`src/rtl/bram_pixel_fetch.sv`:
```
`default_nettype none
// ============================================================================
// Module   : bram_pixel_fetch
// Purpose  : Maps the 640x480 raster position onto an RGB332 image held in a
//            1-cycle-latency BRAM placed at a fixed screen origin, issues the
//            read, applies a per-frame brightness mode with per-channel
//            saturation and delays the syncs so they stay aligned with the
//            pixel data (3-clock latency end to end).
// Ports    : clk                 - 25 MHz pixel clock
//            clear               - synchronous active-high reset
//            horizontal_counter  - raster column 0..799
//            vertical_counter    - raster line 0..524
//            output_signal       - active-video flag
//            hsync_in / vsync_in - active-low syncs from the timing generator
//            switch_sel          - brightness mode request
//            bram_dout           - BRAM read data {R[2:0],G[2:0],B[1:0]}
//            bram_addr / bram_en - BRAM read port
//            R_Pix/G_Pix/B_Pix   - registered colour outputs
//            hsync / vsync       - syncs delayed by 3 clocks
// Revision : 1.0 - initial release
// ============================================================================
module bram_pixel_fetch #(
   parameter int         IMG_W  = 160,
   parameter int         IMG_H  = 120,
   parameter int         X0     = 240,
   parameter int         Y0     = 180,
   parameter int         ADDR_W = 15,
   parameter logic [7:0] BORDER = 8'h00
) (
   input  logic              clk,
   input  logic              clear,
   input  logic [9:0]        horizontal_counter,
   input  logic [9:0]        vertical_counter,
   input  logic              output_signal,
   input  logic              hsync_in,
   input  logic              vsync_in,
   input  logic [1:0]        switch_sel,
   input  logic [7:0]        bram_dout,
   output logic [ADDR_W-1:0] bram_addr,
   output logic              bram_en,
   output logic [2:0]        R_Pix,
   output logic [2:0]        G_Pix,
   output logic [1:0]        B_Pix,
   output logic              hsync,
   output logic              vsync
);

   // Counters are widened to 11 bits so X0+IMG_W / Y0+IMG_H never overflow.
   localparam logic [10:0]       c_x_lo   = 11'(X0);
   localparam logic [10:0]       c_x_hi   = 11'(X0 + IMG_W);
   localparam logic [10:0]       c_x_last = 11'(X0 + IMG_W - 1);
   localparam logic [10:0]       c_y_lo   = 11'(Y0);
   localparam logic [10:0]       c_y_hi   = 11'(Y0 + IMG_H);
   localparam logic [ADDR_W-1:0] c_img_w  = ADDR_W'(IMG_W);

   // ---------------------------------------------------------------------
   // Registers
   // ---------------------------------------------------------------------
   logic [ADDR_W-1:0] row_base_q, row_base_d;
   logic [ADDR_W-1:0] bram_addr_q, bram_addr_d;
   logic              bram_en_q;
   logic              in_img_s1_q, in_img_s2_q;
   logic              act_s1_q, act_s2_q;
   logic [1:0]        mode_q;
   logic [7:0]        pix_q, pix_d;
   logic [2:0]        hsync_sr_q, vsync_sr_q;

   // ---------------------------------------------------------------------
   // Stage 0: window decode
   // ---------------------------------------------------------------------
   logic [10:0] w_h, w_v, w_col;
   logic        w_in_x, w_in_y, w_in_img, w_line_end, w_frame_start;

   assign w_h           = {1'b0, horizontal_counter};
   assign w_v           = {1'b0, vertical_counter};
   assign w_in_x        = (w_h >= c_x_lo) && (w_h < c_x_hi);
   assign w_in_y        = (w_v >= c_y_lo) && (w_v < c_y_hi);
   assign w_in_img      = output_signal && w_in_x && w_in_y;
   assign w_line_end    = (w_h == c_x_last) && w_in_y;
   assign w_frame_start = (horizontal_counter == 10'd0) && (vertical_counter == 10'd0);
   // Wraps below X0; the address is don't-care there because bram_en is low.
   assign w_col         = w_h - c_x_lo;

   // Row base accumulates IMG_W per image line instead of multiplying v by
   // IMG_W. It is pinned to 0 above the image so any disturbance (including
   // a mid-frame reset) is healed before the next image starts.
   always_comb begin
      row_base_d = row_base_q;
      if (w_v < c_y_lo) begin
         row_base_d = '0;
      end else if (w_line_end) begin
         row_base_d = row_base_q + c_img_w;
      end
   end

   assign bram_addr_d = row_base_q + ADDR_W'(w_col);

   // ---------------------------------------------------------------------
   // Stage 3: brightness adjust with clamp. Each channel is computed one
   // bit wider; the extra bit flags overflow (add) or borrow (subtract).
   // ---------------------------------------------------------------------
   function automatic logic [2:0] adj3(input logic [2:0] v, input logic [1:0] inc,
                                       input logic dec);
      logic [3:0] w_sum;
      if (dec) w_sum = {1'b0, v} - 4'd1;
      else     w_sum = {1'b0, v} + {2'b00, inc};
      if (w_sum[3]) adj3 = dec ? 3'd0 : 3'd7;
      else          adj3 = w_sum[2:0];
   endfunction

   function automatic logic [1:0] adj2(input logic [1:0] v, input logic inc,
                                       input logic dec);
      logic [2:0] w_sum;
      if (dec) w_sum = {1'b0, v} - 3'd1;
      else     w_sum = {1'b0, v} + {2'b00, inc};
      if (w_sum[2]) adj2 = dec ? 2'd0 : 2'd3;
      else          adj2 = w_sum[1:0];
   endfunction

   logic [1:0] w_rg_inc;
   logic       w_b_inc;
   logic       w_dec;

   always_comb begin
      w_rg_inc = 2'd0;
      w_b_inc  = 1'b0;
      w_dec    = 1'b0;
      unique case (mode_q)
         2'b01:   begin w_rg_inc = 2'd1; w_b_inc = 1'b1; end
         2'b10:   w_dec = 1'b1;
         2'b11:   begin w_rg_inc = 2'd2; w_b_inc = 1'b1; end
         default: ;
      endcase
   end

   always_comb begin
      pix_d = 8'h00;
      if (!act_s2_q) begin
         pix_d = 8'h00;
      end else if (!in_img_s2_q) begin
         pix_d = BORDER;
      end else begin
         pix_d = {adj3(bram_dout[7:5], w_rg_inc, w_dec),
                  adj3(bram_dout[4:2], w_rg_inc, w_dec),
                  adj2(bram_dout[1:0], w_b_inc, w_dec)};
      end
   end

   // ---------------------------------------------------------------------
   // Pipeline registers
   // ---------------------------------------------------------------------
   always_ff @(posedge clk) begin
      if (clear) begin
         row_base_q  <= '0;
         bram_addr_q <= '0;
         bram_en_q   <= 1'b0;
         in_img_s1_q <= 1'b0;
         in_img_s2_q <= 1'b0;
         act_s1_q    <= 1'b0;
         act_s2_q    <= 1'b0;
         mode_q      <= 2'b00;
         pix_q       <= 8'h00;
         hsync_sr_q  <= 3'b111;
         vsync_sr_q  <= 3'b111;
      end else begin
         row_base_q  <= row_base_d;
         bram_addr_q <= bram_addr_d;
         bram_en_q   <= w_in_img;
         in_img_s1_q <= w_in_img;
         in_img_s2_q <= in_img_s1_q;
         act_s1_q    <= output_signal;
         act_s2_q    <= act_s1_q;
         pix_q       <= pix_d;
         hsync_sr_q  <= {hsync_sr_q[1:0], hsync_in};
         vsync_sr_q  <= {vsync_sr_q[1:0], vsync_in};
         // Mode only changes at the frame origin so a frame never tears.
         if (w_frame_start) begin
            mode_q <= switch_sel;
         end
      end
   end

   assign bram_addr = bram_addr_q;
   assign bram_en   = bram_en_q;
   assign R_Pix     = pix_q[7:5];
   assign G_Pix     = pix_q[4:2];
   assign B_Pix     = pix_q[1:0];
   assign hsync     = hsync_sr_q[2];
   assign vsync     = vsync_sr_q[2];

endmodule
`default_nettype wire

```
`config.mk`:
```
export PLATFORM = sky130hd
export DESIGN_NAME = bram_pixel_fetch
export DESIGN_NICKNAME = d
export VERILOG_FILES = /design/src/rtl/bram_pixel_fetch.sv
export SDC_FILE = /design/constraint.sdc
export NUM_CORES = 1
export LEC_CHECK = 0
export ABC_CLOCK_PERIOD_IN_PS = 6060
export CAP_MARGIN = 20
export CORE_UTILIZATION = 45
export DETAILED_ROUTE_END_ITERATION = 10
export PLACE_DENSITY = 0.74
export SLEW_MARGIN = 20
export SYNTH_ARGS = -nofsm -noshare
export SYNTH_HDL_FRONTEND = slang
export SYNTH_SLANG_ARGS = --single-unit
```
`constraint.sdc`:
```
create_clock -name clk -period 6.06 [get_ports clk]
set_clock_uncertainty 0.1 [all_clocks]
set_input_delay 1.515 -clock clk [delete_from_list [all_inputs] [get_ports clk]]
set_output_delay 1.515 -clock clk [all_outputs]
set_load 0.05 [all_outputs]
```
# --- Word level (Yosys, flattened, before mapping) ---
# Index checks and enable logic that the tools add are counted.
word_totals:
  regBits: 50
  inputBits: 35
  out_inout_bits: 26
  word_cells: 58
classes:
  n_addsub: 9
  n_lt_le_gt_ge: 5
  eq_ne: 4
  muxes: 17
  bitwise: 2
  n_reduce_logical: 11
ops:
  columns: ["cell", "n"]
  rows:
  - ["2-to-1 mux 4 bit", 6]
  - [">= comparator 10 x 8 -> 1 bit (second input constant)", 2]
  - ["logical NOT 10 bit", 2]
  - ["< comparator 10 x 9 -> 1 bit (second input constant)", 2]
  - ["2-to-1 mux 3 bit", 6]
  - ["adder 15 x 11 -> 15 bit", 1]
  - ["adder 15 x 8 -> 15 bit (second input constant)", 1]
  - ["subtractor 10 x 8 -> 11 bit (second input constant)", 1]
  - ["== test 10 x 9 -> 1 bit (second input constant)", 1]
  - ["< comparator 10 x 8 -> 1 bit (second input constant)", 1]
  - ["adder 3 x 2 -> 4 bit", 2]
  - ["subtractor 3 x 1 -> 4 bit (second input constant)", 2]
  - ["logical AND 1 bit", 6]
  - ["== test 2 bit (second input constant)", 2]
  - ["2-to-1 mux 2 bit", 2]
  - ["case mux 2 bit (2 select lines)", 1]
  - ["OR reduction 2 bit", 2]
  - ["adder 2 x 1 -> 3 bit", 1]
  - ["OR reduction 3 bit", 1]
  - ["subtractor 2 x 1 -> 3 bit (second input constant)", 1]
  - ["== test 2 x 1 -> 1 bit (second input constant)", 1]
  - ["2-to-1 mux 1 bit", 2]
  - ["inverter 1 bit", 2]

# --- Logic depth before layout (Yosys ltp) ---
# Gate-level depths: netlist (run 1).
depth:
  word_depth: 8
  ltp_mapped: 10
  ltp_nobuf: 10

# --- Worst setup path before layout (run 1) ---
# OpenSTA, ideal clock, no wires.
synth_path:
  path_type: "in2reg"
  start: "input horizontal_counter[4]"
  end: "register bram_addr_q[11] (netlist: bram_addr[11])"
  setup_ns: 0.120
  arrival_time_ns: 3.235
  required_ns: 5.840
  path_slack_ns: 2.605
  cell_stages: 9
  n_path_buf: 0
  path_cell_list: "inv_1 ha_1 ha_1 fa_1 a21o_1 a21oi_1 nand2b_1 nor4b_1 a211o_1"
synth_between:
  elab_chain_len: 2
synth_lines:
  columns: ["item", "line_no", "source"]
  rows:
  - ["from (decl)", "32", "input logic [9:0] horizontal_counter,"]
  - ["subtractor 10 x 8 -> 11 bit", "82", "assign w_col = w_h - c_x_lo;"]
  - ["adder 15 x 11 -> 15 bit", "96", "assign bram_addr_d = row_base_q + ADDR_W'(w_col);"]
  - ["to (signal assigned)", "167", "bram_addr_q <= bram_addr_d;"]
  - ["to (decl)", "60", "logic [ADDR_W-1:0] bram_addr_q, bram_addr_d;"]
# Every way passes these cells.
# A chain may end at the register's enable or synchronous reset.

# --- Final worst setup path (run 1) ---
# Same ends and word-level chain as after synthesis.

==> report_table.html, run 1 <==
<table>
<tr><th>Metric</th><th>Value</th></tr>
<tr><th colspan="2">Outcome</th></tr>
<tr><td>Run status</td><td>finished clean</td></tr>
<tr><th colspan="2">STA</th></tr>
<tr><td>Total count of max-transition violations in the final report</td><td>0</td></tr>
<tr><td>Actual slew at the worst max-slew pin</td><td>711 ps</td></tr>
<tr><td>Final worst path period share</td><td>65.0%</td></tr>
<tr><td>Worst max-slew margin expressed relative to the limit</td><td>52.4%</td></tr>
<tr><td>Fmax</td><td>254 MHz</td></tr>
<tr><td>Accumulated negative setup slack</td><td>0 ps</td></tr>
<tr><td>Min Clock Period, post-route</td><td>3940 ps</td></tr>
<tr><td>Number of endpoints failing setup at the final stage</td><td>0</td></tr>
<tr><td>Count of endpoints failing hold in the final timing report</td><td>0</td></tr>
<tr><td>Unrepaired setup endpoints after global routing</td><td>false</td></tr>
<tr><th colspan="2">CTS</th></tr>
<tr><td>Cts-stage hold buffer count</td><td>0</td></tr>
<tr><td>Clock Root Buffer</td><td>sky130_fd_sc_hd__clkbuf_8</td></tr>
<tr><td>Buffer levels on the longest clock path</td><td>2</td></tr>
<tr><td>Maximum level of the CTS H-tree</td><td>2</td></tr>
<tr><td>Clock transition at path regs</td><td>90 ps</td></tr>
<tr><td>Cts bufs inserted</td><td>5</td></tr>
<tr><td>CTS-repair resized insts</td><td>0</td></tr>
<tr><td>Number of sinks handled by clock tree synthesis</td><td>45</td></tr>
<tr><td>TritonCTS clock tree</td><td>yes</td></tr>
<tr><td>Clock latency on the worst-skew pair</td><td>300 ps</td></tr>
<tr><td>Setup Buffers After CTS</td><td>0</td></tr>
<tr><th colspan="2">Hold path</th></tr>
<tr><td>Worst Hold Launch</td><td>vsync_sr_q[0]</td></tr>
<tr><td>Hold worst-path end</td><td>vsync_sr_q[1]</td></tr>
<tr><td>Cells on Worst Hold Path</td><td>1</td></tr>
<tr><td>Hold Crit Class</td><td>reg2reg</td></tr>
<tr><th colspan="2">Synth</th></tr>
<tr><td>Top-area cell type share of the netlist area</td><td>36.5%</td></tr>
<tr><td>Library cells used by synthesis</td><td>42</td></tr>
<tr><td>Synthesized netlist net count</td><td>330</td></tr>
<tr><td>Gate count of the mapped netlist</td><td>267</td></tr>
<tr><td>Share of synthesized area occupied by flip-flops and latches</td><td>36.5%</td></tr>
<tr><td>Async set-or-reset flop fraction in the synthesized netlist</td><td>0%</td></tr>
<tr><td>Most area-hungry cell type in the Yosys netlist</td><td>sky130_fd_sc_hd__dfxtp_1</td></tr>
<tr><td>Area of the mapped netlist</td><td>0.00247 mm2</td></tr>
<tr><td>Number of enable flip-flop cells after synthesis</td><td>0</td></tr>
<tr><td>Cell types occupying the most area after synthesis</td><td>sky130_fd_sc_hd__dfxtp_1, sky130_fd_sc_hd__ha_1, sky130_fd_sc_hd__xnor2_1</td></tr>
<tr><td>Dominant synthesized flop cell</td><td>sky130_fd_sc_hd__dfxtp_1</td></tr>
<tr><td>Warning count from the yosys run</td><td>0</td></tr>
<tr><td>Total of flip-flops plus latches after synthesis</td><td>45</td></tr>
<tr><td>Syn Area/Cell</td><td>9.25 um2</td></tr>
<tr><th colspan="2">Die</th></tr>
<tr><td>Count of boundary I/O pins</td><td>61</td></tr>
<tr><td>Number of cell rows</td><td>26</td></tr>
<tr><td>Area of the core</td><td>0.00520 mm2</td></tr>
<tr><td>Die Footprint</td><td>0.00579 mm2</td></tr>
<tr><td>Chip height</td><td>76.1 um</td></tr>
<tr><td>Starting Density</td><td>47.4%</td></tr>
<tr><td>Width of the chip</td><td>76.1 um</td></tr>
<tr><th colspan="2">Pwr</th></tr>
<tr><td>Peak supply drop</td><td>82.8 uV</td></tr>
<tr><td>P per Cell Area</td><td>183 mW/mm2</td></tr>
<tr><td>Lkg Pwr</td><td>1.28 nW</td></tr>
<tr><th colspan="2">Detailed routing</th></tr>
<tr><td>Average wire per cell in the routed design</td><td>12.4 um</td></tr>
<tr><td>Via count of the routed design</td><td>1965</td></tr>
<tr><td>Vias/cell</td><td>4.96</td></tr>
<tr><td>Total Routed Length</td><td>4.89 mm</td></tr>
<tr><td>Antenna-violating nets left</td><td>0</td></tr>
<tr><td>Pre-Repair DR Iteration Count</td><td>4</td></tr>
<tr><td>DR DRC count</td><td>0</td></tr>
<tr><td>Initial DRC count</td><td>54</td></tr>
<tr><th colspan="2">Placement</th></tr>
<tr><td>IO Port Bufs</td><td>60</td></tr>
<tr><td>Number of instances in the placed design</td><td>388</td></tr>
<tr><td>Half-perimeter wire length after placement</td><td>3.75 mm</td></tr>
<tr><td>Routability cong.</td><td>0.821</td></tr>
<tr><th colspan="2">Cells and area</th></tr>
<tr><td>Ant. Diodes</td><td>0</td></tr>
<tr><td>Fraction of layout instances using a drive strength above 1</td><td>5.52%</td></tr>
<tr><td>Area delta synth-&gt;final</td><td>29.8%</td></tr>
<tr><td>Net count, final</td><td>388</td></tr>
<tr><td>Fin cells</td><td>396</td></tr>
<tr><td>Filler cells</td><td>475</td></tr>
<tr><td>Post-Route Utilization</td><td>61.6%</td></tr>
<tr><th colspan="2">Critical path</th></tr>
<tr><td>Worst Reg2Reg Path Length in Cells</td><td>8</td></tr>
<tr><td>Worst reg2reg path endpoint</td><td>pix_q[4]</td></tr>
<tr><td>Critical Path Source</td><td>horizontal_counter[4]</td></tr>
<tr><td>CP startpoint kind</td><td>primary input</td></tr>
<tr><td>Worst-path maximum fanout</td><td>6</td></tr>
<tr><td>Category of the critical setup timing path</td><td>in2reg</td></tr>
<tr><td>Reg-to-reg critical path startpoint</td><td>mode_q[0]</td></tr>
<tr><td>Critical path capture point type</td><td>flip-flop</td></tr>
<tr><td>WP data required</td><td>6150 ps</td></tr>
<tr><td>Register-to-register setup slack</td><td>3540 ps</td></tr>
<tr><td>Crit path DAT</td><td>4030 ps</td></tr>
<tr><th colspan="2">Global routing</th></tr>
<tr><td>Antenna violations before repair</td><td>0</td></tr>
<tr><td>Vias in the first global route</td><td>1870</td></tr>
<tr><td>Maximum number of pins on one net before global-route repair</td><td>33</td></tr>
<tr><td>Total track usage</td><td>18.3%</td></tr>
<tr><td>Global-route congestion overflow total</td><td>0</td></tr>
<tr><td>Global-route wire length before repair</td><td>8.51 mm</td></tr>
<tr><th colspan="2">Flow run</th></tr>
<tr><td>Max-Cap Viols</td><td>0</td></tr>
</table>
## cells by family after synthesis
kind of cell	after synthesis	share of synthesized area [%]
xor gates and xnor gates	24	8.51
adders and majority gates	28	15.4
AOI/OAI and AO/OA	46	13.1
buffers and inverters	31	5.37
muxes	6	2.58
DFF	45	36.5
and+or+nand+nor	87	18.6
## cell usage after synthesis (3+ instances only)
cell,count
sky130_fd_sc_hd__dfxtp_1,45
sky130_fd_sc_hd__nor2_1,32
sky130_fd_sc_hd__ha_1,24
sky130_fd_sc_hd__inv_1,21
sky130_fd_sc_hd__xnor2_1,16
sky130_fd_sc_hd__a21oi_1,10
sky130_fd_sc_hd__nor2b_1,10
sky130_fd_sc_hd__xor2_1,8
sky130_fd_sc_hd__clkbuf_1,7
sky130_fd_sc_hd__nand2_1,7
sky130_fd_sc_hd__nand3_1,7
sky130_fd_sc_hd__o21ai_0,7
sky130_fd_sc_hd__or2_2,6
sky130_fd_sc_hd__a211oi_1,5
sky130_fd_sc_hd__a21o_1,5
sky130_fd_sc_hd__o211ai_1,5
sky130_fd_sc_hd__a2111oi_1,4
sky130_fd_sc_hd__a21boi_0,4
sky130_fd_sc_hd__fa_1,4
sky130_fd_sc_hd__nor4_1,4
sky130_fd_sc_hd__nor4b_1,4
sky130_fd_sc_hd__and2_1,3
sky130_fd_sc_hd__mux2i_1,3
sky130_fd_sc_hd__nand4_1,3
## registers in the layout (all words and copies together) (netlist names)
name	cells
act_s1_q	1
act_s2_q	1
bram_addr	15
hsync_sr_q	3
in_img_s1_q	1
in_img_s2_q	1
mode_q	2
pix_q	8
row_base_q	10
vsync_sr_q	3
## cell usage in the layout (no fill, tap or decap), types with 7 or more instances in the layout
cell type,count
sky130_fd_sc_hd__o21ai_0,7
sky130_fd_sc_hd__nand2_1,7
sky130_fd_sc_hd__a21oi_1,10
sky130_fd_sc_hd__nor2_1,32
sky130_fd_sc_hd__clkdlybuf4s50_1,60
sky130_fd_sc_hd__nor2b_1,10
sky130_fd_sc_hd__nand3_1,7
sky130_fd_sc_hd__xor2_1,8
sky130_fd_sc_hd__xnor2_1,16
sky130_fd_sc_hd__ha_1,24
sky130_fd_sc_hd__dfxtp_1,45
sky130_fd_sc_hd__inv_1,21
## where the power goes
part	internal, mW	switching (mW)	total, mW
Sequential	0.302	0.00168	0.304
Combinational	0.0433	0.0492	0.0925
Clock	0.0832	0.108	0.191
Total	0.429	0.159	0.587
## area by class of cell
type | instances | area [um2] | share of cell area, %
Tap cell | 70 | 87.6 | 2.73
Timing Repair Buffer | 61 | 608 | 19.0
Multi-Input combinational cell | 191 | 1440 | 44.8
Sequential cell | 45 | 901 | 28.1
Clock inverter | 3 | 25.0 | 0.781
Inverter | 21 | 78.8 | 2.46
Clock buffer | 5 | 68.8 | 2.15
## metal layers
metal | track usage (%) | up-vias | share of wire [%]
li1 | - | 1032 | -
met5 | 0 | - | 0
met1 | 23.1 | 876 | 49
met2 | 31.2 | 51 | 46
met3 | 3.83 | 6 | 3.8
met4 | 5.77 | 0 | 1.3
## how the worst max path moves through the flow
stage                    end  slack, ps  cells past startpoint
6_report       bram_addr[11]       2120                     10
5_1_grt        bram_addr[11]       1970                     10
4_1_cts        bram_addr[11]       2130                     10
3_5_place_dp   bram_addr[11]       1830                     10
3_3_place_gp   bram_addr[11]       1890                     10
2_1_floorplan  bram_addr[11]       2610                      9
## through the flow
| stage | area, um2 | worst slack [ps] | hold WS, ps | power, mW |
|---|---|---|---|---|
| final | 3200 | 2120 | 315 | 0.587 |
| after global routing | 3200 | 1970 | 330 | 0.617 |
| after CTS | 3200 | 2130 | 317 | 0.594 |
| after detailed placement | 3110 | 1830 | 295 | 0.403 |
| after global placement | 3110 | 1890 | 292 | 0.402 |
| after floorplan | 2470 | 2610 | 289 | 0.361 |
## worst max-delay path: stages
cell	delay, ps
sky130_fd_sc_hd__clkdlybuf4s50_1	580
sky130_fd_sc_hd__inv_1	110
sky130_fd_sc_hd__ha_1	300
sky130_fd_sc_hd__ha_1	200
sky130_fd_sc_hd__fa_1	410
sky130_fd_sc_hd__a21o_1	170
sky130_fd_sc_hd__a21oi_1	230
sky130_fd_sc_hd__nand2b_1	170
sky130_fd_sc_hd__nor4b_1	60
sky130_fd_sc_hd__a211o_1	270
Note: power is estimated with default switching activity, not from simulation.
==> run 2: changes to the inputs <==
ABC_CLOCK_PERIOD_IN_PS = 3500   (was 6060)
PLACE_DENSITY = 0.77   (was 0.74)
clock period = 3.5 ns   (was 6.06 ns; I/O delays follow)
==> run 2 against run 1 <==
Effect of this change: power up 87%; non-clock buffer count up 6; critical path type unchanged; critical endpoint unchanged; combinational power up 81%; final area up 2.2%; cell count up 1.5%; setup slack worse by 1700 ps; largest cell class unchanged.
==> report_table.html, run 2 (same netlist as run 1, synthesis figures left out) <==
<table>
<tr><th>Metric</th><th>Value</th></tr>
<tr><th colspan="2">Outcome</th></tr>
<tr><td>Run status</td><td>finished clean</td></tr>
<tr><th colspan="2">Detailed routing</th></tr>
<tr><td>Antenna-violating nets left</td><td>0</td></tr>
<tr><td>Via count of the routed design</td><td>2031</td></tr>
<tr><td>Uppermost signal routing layer after detailed routing</td><td>met4</td></tr>
<tr><td>Total Routed Length</td><td>4.93 mm</td></tr>
<tr><td>Average wire per cell in the routed design</td><td>12.3 um</td></tr>
<tr><td>Initial DRC count</td><td>42</td></tr>
<tr><td>Pre-Repair DR Iteration Count</td><td>4</td></tr>
<tr><td>DR DRC count</td><td>0</td></tr>
<tr><td>Total length of routed met2 wires</td><td>2.28 mm</td></tr>
<tr><td>Wire length the detailed router placed on met1</td><td>2.31 mm</td></tr>
<tr><td>Met3 WL</td><td>243 um</td></tr>
<tr><td>Vias/cell</td><td>5.05</td></tr>
<tr><th colspan="2">STA</th></tr>
<tr><td>Worst max-slew margin expressed relative to the limit</td><td>53.9%</td></tr>
<tr><td>Fmax</td><td>320 MHz</td></tr>
<tr><td>Number of endpoints failing setup at the final stage</td><td>0</td></tr>
<tr><td>Min Clock Period, post-route</td><td>3120 ps</td></tr>
<tr><td>Count of endpoints failing hold in the final timing report</td><td>0</td></tr>
<tr><td>Accumulated negative setup slack</td><td>0 ps</td></tr>
<tr><td>Actual slew at the worst max-slew pin</td><td>688 ps</td></tr>
<tr><td>Total count of max-transition violations in the final report</td><td>0</td></tr>
<tr><td>Unrepaired setup endpoints after global routing</td><td>false</td></tr>
<tr><td>Final worst path period share</td><td>89.2%</td></tr>
<tr><td>Worst hold slack after final layout</td><td>314 ps</td></tr>
<tr><th colspan="2">Cells and area</th></tr>
<tr><td>Number of flip-flops in the largest register</td><td>15</td></tr>
<tr><td>Area delta synth-&gt;final</td><td>32.7%</td></tr>
<tr><td>Post-Route Utilization</td><td>62.9%</td></tr>
<tr><td>Fin cells</td><td>402</td></tr>
<tr><td>Leading cell types in the layout, fill and taps excluded</td><td>sky130_fd_sc_hd__clkdlybuf4s50_1, sky130_fd_sc_hd__dfxtp_1, sky130_fd_sc_hd__nor2_1</td></tr>
<tr><td>Most common cell after layout, fill and taps aside</td><td>sky130_fd_sc_hd__clkdlybuf4s50_1</td></tr>
<tr><td>Finished layout cell area</td><td>0.00328 mm2</td></tr>
<tr><td>Ant. Diodes</td><td>0</td></tr>
<tr><td>Fraction of layout instances using a drive strength above 1</td><td>7.23%</td></tr>
<tr><td>Net count, final</td><td>394</td></tr>
<tr><td>Filler cells</td><td>481</td></tr>
<tr><th colspan="2">Critical path</th></tr>
<tr><td>Worst Reg2Reg Path Length in Cells</td><td>10</td></tr>
<tr><td>CP startpoint kind</td><td>primary input</td></tr>
<tr><td>Reg-to-reg critical path startpoint</td><td>mode_q[1]</td></tr>
<tr><td>Crit path DAT</td><td>3210 ps</td></tr>
<tr><td>Worst-path maximum fanout</td><td>2</td></tr>
<tr><td>Critical Path Source</td><td>horizontal_counter[4]</td></tr>
<tr><td>Category of the critical setup timing path</td><td>in2reg</td></tr>
<tr><td>Critical path capture point type</td><td>flip-flop</td></tr>
<tr><td>WP data required</td><td>3590 ps</td></tr>
<tr><th colspan="2">Global routing</th></tr>
<tr><td>Antenna violations before repair</td><td>0</td></tr>
<tr><td>Vias in the first global route</td><td>1870</td></tr>
<tr><td>Total track usage</td><td>18.2%</td></tr>
<tr><td>Global-route congestion overflow total</td><td>0</td></tr>
<tr><td>Maximum number of pins on one net before global-route repair</td><td>15</td></tr>
<tr><td>Global-route wire length before repair</td><td>8.48 mm</td></tr>
<tr><th colspan="2">CTS</th></tr>
<tr><td>Buffer levels on the longest clock path</td><td>2</td></tr>
<tr><td>CTS-repair resized insts</td><td>0</td></tr>
<tr><td>TritonCTS clock tree</td><td>yes</td></tr>
<tr><td>Maximum level of the CTS H-tree</td><td>2</td></tr>
<tr><td>Clock latency on the worst-skew pair</td><td>300 ps</td></tr>
<tr><td>Cts bufs inserted</td><td>5</td></tr>
<tr><td>Number of sinks handled by clock tree synthesis</td><td>45</td></tr>
<tr><td>Cts-stage hold buffer count</td><td>0</td></tr>
<tr><td>Clock transition at path regs</td><td>80 ps</td></tr>
<tr><td>Clock Root Buffer</td><td>sky130_fd_sc_hd__clkbuf_8</td></tr>
<tr><td>Setup Buffers After CTS</td><td>0</td></tr>
<tr><th colspan="2">Die</th></tr>
<tr><td>Chip height</td><td>76.1 um</td></tr>
<tr><td>Area of the core</td><td>0.00520 mm2</td></tr>
<tr><td>Number of cell rows</td><td>26</td></tr>
<tr><td>Width of the chip</td><td>76.1 um</td></tr>
<tr><td>Count of boundary I/O pins</td><td>61</td></tr>
<tr><td>Die Footprint</td><td>0.00579 mm2</td></tr>
<tr><td>Starting Density</td><td>47.4%</td></tr>
<tr><th colspan="2">Flow run</th></tr>
<tr><td>Max-Cap Viols</td><td>0</td></tr>
<tr><th colspan="2">Placement</th></tr>
<tr><td>Standard cell area after detailed placement</td><td>0.00316 mm2</td></tr>
<tr><td>Half-perimeter wire length after placement</td><td>3.81 mm</td></tr>
<tr><td>Number of instances in the placed design</td><td>394</td></tr>
<tr><td>Routability cong.</td><td>0.813</td></tr>
<tr><td>IO Port Bufs</td><td>60</td></tr>
<tr><th colspan="2">Pwr</th></tr>
<tr><td>P per Cell Area</td><td>336 mW/mm2</td></tr>
<tr><td>Peak supply drop</td><td>202 uV</td></tr>
<tr><td>Lkg Pwr</td><td>1.32 nW</td></tr>
<tr><th colspan="2">Hold path</th></tr>
<tr><td>Cells on Worst Hold Path</td><td>1</td></tr>
<tr><td>Worst Hold Launch</td><td>hsync_sr_q[0]</td></tr>
<tr><td>Hold Crit Class</td><td>reg2reg</td></tr>
</table>
==> run 2: metal layers <==
metal,vias to the layer above,global-route usage (%)
met5,-,0
met4,0,5.96
met3,8,3.71
met2,66,31.2
met1,913,22.8
li1,1044,-
==> run 2: cell type report <==
type | instances | area [um2] | area share (%)
clock buffers | 6 | 82.6 | 2.52
clock inverters | 2 | 37.5 | 1.15
inverters | 21 | 78.8 | 2.41
multi-input cells | 191 | 1440 | 43.8
flip-flops and latches | 45 | 901 | 27.5
well taps | 70 | 87.6 | 2.67
repair buffers | 67 | 653 | 19.9
==> run 2: stage by stage <==
| step | setup slack, ps | power, mW |
|---|---|---|
| 2_1_floorplan | 685 | 0.625 |
| 3_3_place_gp | 142 | 0.701 |
| 3_5_place_dp | 115 | 0.703 |
| 4_1_cts | 379 | 1.11 |
| 5_1_grt | 276 | 1.15 |
| 6_report | 379 | 1.10 |
==> run 2: worst paths after layout <==
kind | to | slack, ps
setup / recovery | bram_addr[11] | 380
hold / removal | hsync_sr_q[1] | 310
setup reg to reg | pix_q[4] | 1020
hold reg to reg | hsync_sr_q[1] | 310
==> run 2: worst max-delay path: stages <==
cell	delay, ps
sky130_fd_sc_hd__clkdlybuf4s50_1	500
sky130_fd_sc_hd__inv_1	80
sky130_fd_sc_hd__ha_1	300
sky130_fd_sc_hd__ha_1	220
sky130_fd_sc_hd__fa_1	410
sky130_fd_sc_hd__a21o_1	170
sky130_fd_sc_hd__a21oi_1	170
sky130_fd_sc_hd__nand2b_1	150
sky130_fd_sc_hd__nor4b_1	60
sky130_fd_sc_hd__a211o_1	280
==> run 2: report_power, final <==
group	switching [mW]	leakage, nW	internal (mW)
Clock	0.175	0.0574	0.232
Sequential	0.00289	0.367	0.523
Combinational	0.0875	0.892	0.0790
